## src/rtl/ones_frame_accumulator.sv

```systemverilog
// ones_frame_accumulator
// Sums per-byte popcounts (0..8) over a frame delimited by in_last and
// presents the frame total, beat count and status flags on a held
// valid/ready output. Optional alarm output is built when ONES_ALARM_EN
// is defined (adds ALARM_LEVEL parameter and alarm port).
module ones_frame_accumulator #(
   parameter int COUNT_W     = 12
`ifdef ONES_ALARM_EN
   ,
   parameter int ALARM_LEVEL = 64
`endif
) (
   input  logic               clk,
   input  logic               rst_n,
   input  logic               in_valid,
   output logic               in_ready,
   input  logic [3:0]         in_count,
   input  logic               in_last,
   output logic               out_valid,
   input  logic               out_ready,
   output logic [COUNT_W-1:0] out_total,
   output logic [7:0]         out_beats,
   output logic               out_sat,
   output logic               out_badcount
`ifdef ONES_ALARM_EN
   ,
   output logic               alarm
`endif
);

   typedef enum logic {ACCUM = 1'b0, HOLD = 1'b1} state_t;

   localparam logic [COUNT_W-1:0] TOTAL_MAX = '1;

   state_t               r_state;
   state_t               w_state_nxt;
   logic                 r_in_ready;

   logic [COUNT_W-1:0]   r_total;
   logic [7:0]           r_beats;
   logic                 r_sat;
   logic                 r_bad;

   logic [COUNT_W-1:0]   r_out_total;
   logic [7:0]           r_out_beats;
   logic                 r_out_sat;
   logic                 r_out_bad;

   logic                 w_accept;
   logic                 w_accept_last;
   logic [3:0]           w_clamped;
   logic                 w_bad_beat;
   logic [COUNT_W:0]     w_sum;
   logic [COUNT_W-1:0]   w_total_nxt;
   logic [7:0]           w_beats_nxt;
   logic                 w_sat_nxt;
   logic                 w_bad_nxt;

   // in_ready is registered, so it is zero through reset and never depends
   // combinationally on out_ready.
   assign w_accept      = in_valid && r_in_ready;
   assign w_accept_last = w_accept && in_last;

   // Clamp illegal counts to 8; the sum carries one extra bit so that,
   // with TOTAL_MAX all ones, the carry bit alone flags overflow.
   assign w_bad_beat  = (in_count > 4'd8);
   assign w_clamped   = w_bad_beat ? 4'd8 : in_count;
   assign w_sum       = {1'b0, r_total} + {{(COUNT_W-3){1'b0}}, w_clamped};
   assign w_total_nxt = w_sum[COUNT_W] ? TOTAL_MAX : w_sum[COUNT_W-1:0];
   assign w_beats_nxt = (r_beats == 8'hFF) ? 8'hFF : r_beats + 8'd1;
   // A beat arriving with 255 already counted is the 256th: saturate.
   assign w_sat_nxt   = r_sat | w_sum[COUNT_W] | (r_beats == 8'hFF);
   assign w_bad_nxt   = r_bad | w_bad_beat;

   // Next-state decode: leave ACCUM on the last beat, leave HOLD on handshake.
   always_comb begin
      w_state_nxt = r_state;
      case (r_state)
         ACCUM:   if (w_accept_last) w_state_nxt = HOLD;
         HOLD:    if (out_ready)     w_state_nxt = ACCUM;
         default: w_state_nxt = ACCUM;
      endcase
   end

   // State register plus the registered ready decode of the next state.
   always_ff @(posedge clk) begin
      if (!rst_n) begin
         r_state    <= ACCUM;
         r_in_ready <= 1'b0;
      end else begin
         r_state    <= w_state_nxt;
         r_in_ready <= (w_state_nxt == ACCUM);
      end
   end

   // Running frame accumulators; cleared when the frame closes.
   always_ff @(posedge clk) begin
      if (!rst_n) begin
         r_total <= '0;
         r_beats <= '0;
         r_sat   <= 1'b0;
         r_bad   <= 1'b0;
      end else if (w_accept) begin
         if (in_last) begin
            r_total <= '0;
            r_beats <= '0;
            r_sat   <= 1'b0;
            r_bad   <= 1'b0;
         end else begin
            r_total <= w_total_nxt;
            r_beats <= w_beats_nxt;
            r_sat   <= w_sat_nxt;
            r_bad   <= w_bad_nxt;
         end
      end
   end

   // Result registers capture the totals including the last beat and hold
   // through HOLD (no accepts can happen there).
   always_ff @(posedge clk) begin
      if (!rst_n) begin
         r_out_total <= '0;
         r_out_beats <= '0;
         r_out_sat   <= 1'b0;
         r_out_bad   <= 1'b0;
      end else if (w_accept_last) begin
         r_out_total <= w_total_nxt;
         r_out_beats <= w_beats_nxt;
         r_out_sat   <= w_sat_nxt;
         r_out_bad   <= w_bad_nxt;
      end
   end

`ifdef ONES_ALARM_EN
   logic r_fired;
   logic r_alarm;
   logic w_hit;

   assign w_hit = !r_fired && (32'(w_total_nxt) >= 32'(ALARM_LEVEL));

   // One-shot alarm per frame; re-armed when the frame closes.
   always_ff @(posedge clk) begin
      if (!rst_n) begin
         r_fired <= 1'b0;
         r_alarm <= 1'b0;
      end else begin
         r_alarm <= w_accept && w_hit;
         if (w_accept_last)
            r_fired <= 1'b0;
         else if (w_accept && w_hit)
            r_fired <= 1'b1;
      end
   end

   assign alarm = r_alarm;
`endif

   assign in_ready     = r_in_ready;
   assign out_valid    = (r_state == HOLD);
   assign out_total    = r_out_total;
   assign out_beats    = r_out_beats;
   assign out_sat      = r_out_sat;
   assign out_badcount = r_out_bad;

endmodule

```

## config.mk

```make
export PLATFORM = sky130hd
export DESIGN_NAME = ones_frame_accumulator
export DESIGN_NICKNAME = d
export VERILOG_FILES = /design/src/rtl/ones_frame_accumulator.sv
export SDC_FILE = /design/constraint.sdc
export NUM_CORES = 1
export LEC_CHECK = 0
export ABC_AREA = 1
export BUFFER_PORTS_ARGS = -buffer_cell sky130_fd_sc_hd__buf_2
export CORE_MARGIN = 4
export CORE_UTILIZATION = 25
export DETAILED_ROUTE_END_ITERATION = 12
export SLEW_MARGIN = 20
export SYNTH_ARGS = -nofsm -noshare
export SYNTH_HDL_FRONTEND = slang
export SYNTH_SLANG_ARGS = --single-unit
export TNS_END_PERCENT = 5
```

## constraint.sdc

```tcl
create_clock -name clk -period 2 [get_ports clk]
set_clock_uncertainty 0.05 [all_clocks]
set_input_delay 0.4 -clock clk [delete_from_list [all_inputs] [get_ports clk]]
set_output_delay 0.4 -clock clk [all_outputs]
set_load 0.02 [all_outputs]
```

==> results.json, run 1 <==
{
  "grt_use_total_pct": 10.7,
  "ys.flop_type": "dfxtp_1",
  "yosys_warnings": 0,
  "fmax_ghz": 0.533,
  "layout.cells.non_filler": 463,
  "synth-edff-count": 0,
  "report.final.slew_viol_count": 0,
  "initialDrtViolationCount": 153,
  "routed_via_density": 4.58,
  "required_ns": 2.15,
  "crit_chain": "buf_2 > inv_1 > a31oi_4 > nor2_1 > ha_2 > fa_2 > inv_2 > o21ai_4 > nand3b_4 > nand3_2 > a22o_1",
  "finalWeightedCongestion": 0.812,
  "clk_latency_ns": 0.30,
  "grt_pass1_wl_um": 9630,
  "ys_types": 32,
  "layout-drive-gt1-share_pct": 28.2,
  "core_sq_um": 8850,
  "setup_ws_ns": 0.125,
  "pre_cts_slack_ns": -0.220,
  "hp-class": "primary input to flip-flop",
  "drt_wl_total_um": 5510,
  "setup_viol": 0,
  "ios": 33,
  "power_density_nw_per_um2": 638,
  "cts_hold_buffers": 0,
  "synth-seq-area-share_pct": 39.8,
  "post_drt_wl_per_cell_um": 11.9,
  "clk_path_buf_depth": 2,
  "overflow": 0,
  "fin_crit_ns": 1.88,
  "power_frac_seq_pct": 52.1,
  "nNetsFinal": 369,
  "syn_nets": 326,
  "internal_power_w": 0.00135,
  "synth_area_sq_um": 2320,
  "antenna_found_initial": 0,
  "maxCapViolations": 0,
  "p_total_w": 0.00179,
  "grt_pass1_vias": 2062,
  "fp.dieW_um": 104,
  "slowest_stage": "fa_2",
  "tightest_slew_ns": 0.758,
  "antenna_left": 0,
  "critPathArrivalTime_ns": 2.03,
  "comb_power_share_pct": 7.9,
  "ir_worst_vdd_v": 0.000462,
  "clock_sinks": 46,
  "clock_power_share_pct": 40.0,
  "syn_to_final_growth_pct": 21.1,
  "dr_total_vias": 2121,
  "status": "finished, final reports clean",
  "placed_cells": 455,
  "fin_hold_ws_ns": 0.312,
  "hold_viol": 0,
  "netSwitchingFraction_pct": 24.6,
  "cts_tree": "built",
  "dr.pass1.iters": 4,
  "start_util_pct": 26.2,
  "die_height_um": 104,
  "critical_path.max_fanout": 10,
  "dp_hpwl_um": 3890,
  "cts-root-buf": "clkbuf_8",
  "min_period_over_period_pct": 93.8,
  "slowest_delay_ns": 0.36,
  "crit_type": "primary input to flip-flop",
  "stdcell_area_sq_um": 2800,
  "htree_levels": 2,
  "p_switching_w": 0.000440,
  "timing.critical_path.from_type": "primary input",
  "p_leak_nw": 1.32,
  "ys_async_sr_fraction_pct": 0,
  "slew_headroom_pct": 49.4,
  "route.detailed.drc": 0,
  "critPathCaptureType": "flip-flop",
  "rsz0062_at_grt": "no",
  "syn_area_per_cell_sq_um": 7.45,
  "grt_max_degree": 24,
  "synth_cells": 311,
  "path_clk_slew_ns": 0.09,
  "die_area_sq_um": 10900,
  "placed_cell_area_sq_um": 2680,
  "numCtsBuffers": 5,
  "post-cts-setup-buffer-count": 0,
  "core.rowCount": 34,
  "ys_seq_elements": 46,
  "numPortBuffers": 32,
  "diodes": 0
}
[state kept, by name (all words and copies together), names as in the netlist]
signal / count
out_total: 12
r_total: 12
out_beats: 8
r_beats: 8
in_ready: 1
out_badcount: 1
out_sat: 1
out_valid: 1
r_bad: 1
r_sat: 1
[placed cells by master (no fill, tap or decap), types with 2 or more instances in the layout]
cell type | Yosys | final
nand2_1 | 98 | 98
dfxtp_1 | 46 | 46
buf_2 | 0 | 32
inv_1 | 25 | 24
nor2_1 | 20 | 20
nand3_1 | 18 | 18
a21oi_1 | 15 | 14
buf_4 | 1 | 14
nand2_2 | 13 | 13
a21oi_2 | 10 | 11
o21ai_0 | 9 | 9
a22o_1 | 9 | 9
nand3_2 | 7 | 7
clkbuf_8 | 0 | 5
nand4_1 | 4 | 4
ha_1 | 5 | 4
nor2_2 | 3 | 3
xor2_1 | 3 | 3
inv_2 | 1 | 2
or2_2 | 2 | 2
o21ai_2 | 2 | 2
nand3b_1 | 2 | 2
[power groups by stage]
stage	Clock, W	Combinational [W]	Sequential (W)
after floorplan	0	0.0000818	0.000962
after global placement	0	0.000141	0.000954
after detailed placement	0	0.000141	0.000954
after CTS	0.000737	0.000143	0.000933
after global routing	0.000780	0.000160	0.000935
final	0.000715	0.000142	0.000933
[logic make-up after synthesis]
group,Yosys count,synth area share (%)
and+or+nand+nor,172,34.8
AOI/OAI and AO/OA,48,14.4
xor gates and xnor gates,3,1.13
adders and majority gates,6,3.57
buffers and inverters,36,6.32
DFF,46,39.8
[timing repair]
action                                  CTS  global route
resized for setup                         0             1
endpoints found under the hold margin     0             0
endpoints found under the setup margin    0             8
[cell usage after synthesis, types with 2 or more instances]
cell	n	area share [%]
nand4_1	4	1.1
inv_1	25	4.1
nand3b_1	2	0.65
a22o_1	9	3.4
nor2_1	20	3.2
o21ai_0	9	1.9
xor2_1	3	1.1
nand3_2	7	3.0
ha_1	5	2.7
nand2_1	98	16
or2_2	2	0.54
nand2_2	13	3.5
clkbuf_1	7	1.1
nor2_2	3	0.81
nand3_1	18	3.9
a21oi_2	10	3.8
o21ai_2	2	0.76
a21oi_1	15	3.2
dfxtp_1	46	40
[layer usage]
layer	up-vias	track usage, %	share of wire (%)
met1	975	14.0	50
met2	36	17.6	45
met5	-	0	0
met3	8	2.48	3.6
li1	1102	-	-
met4	0	3.13	1.2
[cell type report]
type	count	area (sq um)
Fill cell	961	6040
Tap cell	108	135
Clock inverter	3	43.8
Timing Repair Buffer	46	265
Sequential cell	46	921
Clock buffer	5	68.8
Multi-Input combinational cell	229	1270
Inverter	26	97.6
[metrics by stage]
step / TNS, ns / utilization (%)
floorplan: -0.0231 / -
global placement: -3.29 / 30.3
detailed placement: -4.31 / 30.3
CTS: 0 / 31.6
global route: 0 / 31.7
finish: 0 / 31.7
[final timing paths]
| path | from | endpoint | slack (ns) | depth (start not counted) |
|---|---|---|---|---|
| worst max-delay path | in_count[2] | out_total[7] | 0.12 | 11 |
| worst min-delay path | rst_n | r_bad | 0.31 | 3 |
| worst max register to register | r_total[2] | r_total[9] | 0.24 | 7 |
| worst min register to register | out_total[4] | out_total[4] | 0.40 | 2 |
[worst max-delay path, delay by kind of cell]
kind | cells | cell delay, ns
fa+ha+maj | 2 | 0.54
simple gates | 3 | 0.40
compound gates | 3 | 0.46
buf+inv | 3 | 0.22
No activity file was read; power rests on OpenSTA's default activity.
==> inputs of run 2 (changes only) <==
--- a/config.mk
+++ b/config.mk
@@ -7,11 +7,14 @@
 export LEC_CHECK = 0
 export ABC_AREA = 1
 export BUFFER_PORTS_ARGS = -buffer_cell sky130_fd_sc_hd__buf_2
+export CELL_PAD_IN_SITES_DETAIL_PLACEMENT = 1
+export CELL_PAD_IN_SITES_GLOBAL_PLACEMENT = 2
 export CORE_MARGIN = 4
 export CORE_UTILIZATION = 25
 export DETAILED_ROUTE_END_ITERATION = 12
+export PLACE_DENSITY_LB_ADDON = 0.1
+export REMOVE_ABC_BUFFERS = 1
 export SLEW_MARGIN = 20
 export SYNTH_ARGS = -nofsm -noshare
 export SYNTH_HDL_FRONTEND = slang
 export SYNTH_SLANG_ARGS = --single-unit
-export TNS_END_PERCENT = 5
==> run 2 against run 1 <==
  * Routed wire length increased by 20%
  * Fmax shrank 3.8%
  * Global-route usage is 1.7 points higher
  * Register-to-register slack got worse by 0.08 ns
  * Combinational power is 15% higher
  * Setup slack lost 0.074 ns
  * Highest routed layer unchanged
  * Power fell by 8.5%
  * Critical endpoint is now out_total[5]
==> results.json, run 2 (synthesis results as in run 1) <==
{
  "status": "finished, final reports clean",
  "holdPathStages": 3,
  "report.final.slew_viol_count": 0,
  "die_height_um": 104,
  "nFillCells": 1109,
  "p_leak_nw": 1.35,
  "nNetsFinal": 376,
  "cts_tree": "built",
  "cts_hold_buffers": 0,
  "antenna_found_initial": 0,
  "routed_via_density": 4.58,
  "fin_crit_ns": 1.95,
  "seq_area_sq_um": 921,
  "crit_type": "primary input to flip-flop",
  "clk_latency_ns": 0.29,
  "antenna_left": 0,
  "crit_family": "adder cells",
  "numCtsBuffers": 5,
  "required_ns": 2.13,
  "timing.critical_path.from_type": "primary input",
  "ios": 33,
  "slew_headroom_pct": 76.6,
  "critPathArrivalTime_ns": 2.08,
  "grt_use_total_pct": 12.4,
  "dr_total_vias": 2148,
  "placed_cells": 458,
  "timing.rr.start": "r_total[3]",
  "fp.dieW_um": 104,
  "hp-class": "primary input to flip-flop",
  "critPathCaptureType": "flip-flop",
  "die_area_sq_um": 10900,
  "start_util_pct": 26.2,
  "rsz0062_at_grt": "yes",
  "layout.cells.non_filler": 469,
  "hold_end": "r_bad",
  "core_sq_um": 8850,
  "crit_chain": "buf_6 > inv_4 > a31oi_4 > nor2_1 > ha_2 > fa_2 > inv_2 > o21ai_4 > buf_6 > nand3b_4 > nand3_4 > a22o_1",
  "clk_path_buf_depth": 2,
  "path_clk_slew_ns": 0.08,
  "drt_wl_total_um": 6630,
  "fmax_ghz": 0.513,
  "slowest_stage": "fa_2",
  "slowest_delay_ns": 0.39,
  "dp_hpwl_um": 4670,
  "r2r-end": "r_total[6]",
  "worst-path-buf-inv": 4,
  "tightest_slew_ns": 0.352,
  "initialDrtViolationCount": 60,
  "grt_pass1_vias": 2183,
  "pre_cts_slack_ns": -0.401,
  "layout_common_cells": "97 x nand2_1, 46 x dfxtp_1, 29 x buf_2",
  "post-route-util_pct": 32.6,
  "setup_viol": 0,
  "power_density_nw_per_um2": 568,
  "htree_levels": 2,
  "cts-root-buf": "clkbuf_8",
  "hold_viol": 0,
  "core.rowCount": 34,
  "clock_sinks": 46,
  "maxCapViolations": 0,
  "route.detailed.drc": 0,
  "p_total_w": 0.00164,
  "overflow": 0,
  "grt_pass1_wl_um": 11000,
  "diodes": 0,
  "post_drt_wl_per_cell_um": 14.1,
  "ir_worst_vdd_v": 0.000329,
  "dr.pass1.iters": 4,
  "critical_path.max_fanout": 5,
  "r2r_cells": 9,
  "layout-drive-gt1-share_pct": 30.5,
  "syn_to_final_growth_pct": 24.5,
  "numPortBuffers": 32,
  "grt_max_degree": 24,
  "finalWeightedCongestion": 0.730,
  "multi_input_area_sq_um": 1310,
  "min_period_over_period_pct": 97.4,
  "setup_ws_ns": 0.0513,
  "cp_common_cell": "buf_6",
  "min_from": "rst_n",
  "r2r_slack_ns": 0.16,
  "layout_commonest_cell": "nand2_1"
}
run 2: metal layers:
layer / vias to the layer above / wire length (um) / GRT usage, %
met1: 1015 / 3330 / 16.8
met3: 2 / 192 / 2.36
met5: - / 0 / 0
met2: 29 / 3080 / 20.9
met4: 0 / 29 / 1.71
li1: 1102 / - / -
run 2: what timing repair did:
action                     in CTS  in global routing
gates cloned                    1                  0
setup endpoints to repair      21                 19
gates resized for setup         4                 19
setup buffers                   1                  2
pin swaps                       2                  6
run 2: worst min-delay path: cells and delay by family:
family	cells	cell delay [ns]
AND/OR/NAND/NOR	2	0.14
buffers and inverters	1	0.11
run 2: report_power, final:
group | total, W | internal [W] | switching (W)
Sequential | 0.000933 | 0.000926 | 0.00000780
Clock | 0.000540 | 0.000242 | 0.000299
Combinational | 0.000163 | 0.0000610 | 0.000102
Total | 0.00164 | 0.00123 | 0.000409
run 2: cell type report:
type	instances	area share, %
Multi-Input combinational cell	230	45.6
Sequential cell	46	31.9
Timing Repair Buffer	52	11.5
Tap cell	108	4.69
Inverter	26	3.64
Clock buffer	7	2.65
run 2: through the flow:
stage                     cell area [sq um]  setup TNS [ns]  hold WS (ns)
after global placement                 2690           -7.20         0.382
after detailed placement               2690           -8.46         0.385
after global routing                   2880          -0.201         0.358
after CTS                              2800               0         0.342
after floorplan                        2270           -5.20         0.400
final                                  2880               0         0.353
run 2: how the worst max path moves through the flow:
stage | endpoint | depth (start not counted) | from
3_5_place_dp | out_total[7] | 11 | in_count[1]
5_1_grt | r_total[7] | 13 | in_count[2]
3_3_place_gp | r_total[1] | 13 | in_count[0]
4_1_cts | r_total[1] | 13 | in_count[2]
2_1_floorplan | r_beats[1] | 4 | in_ready
6_report | out_total[5] | 12 | in_count[1]
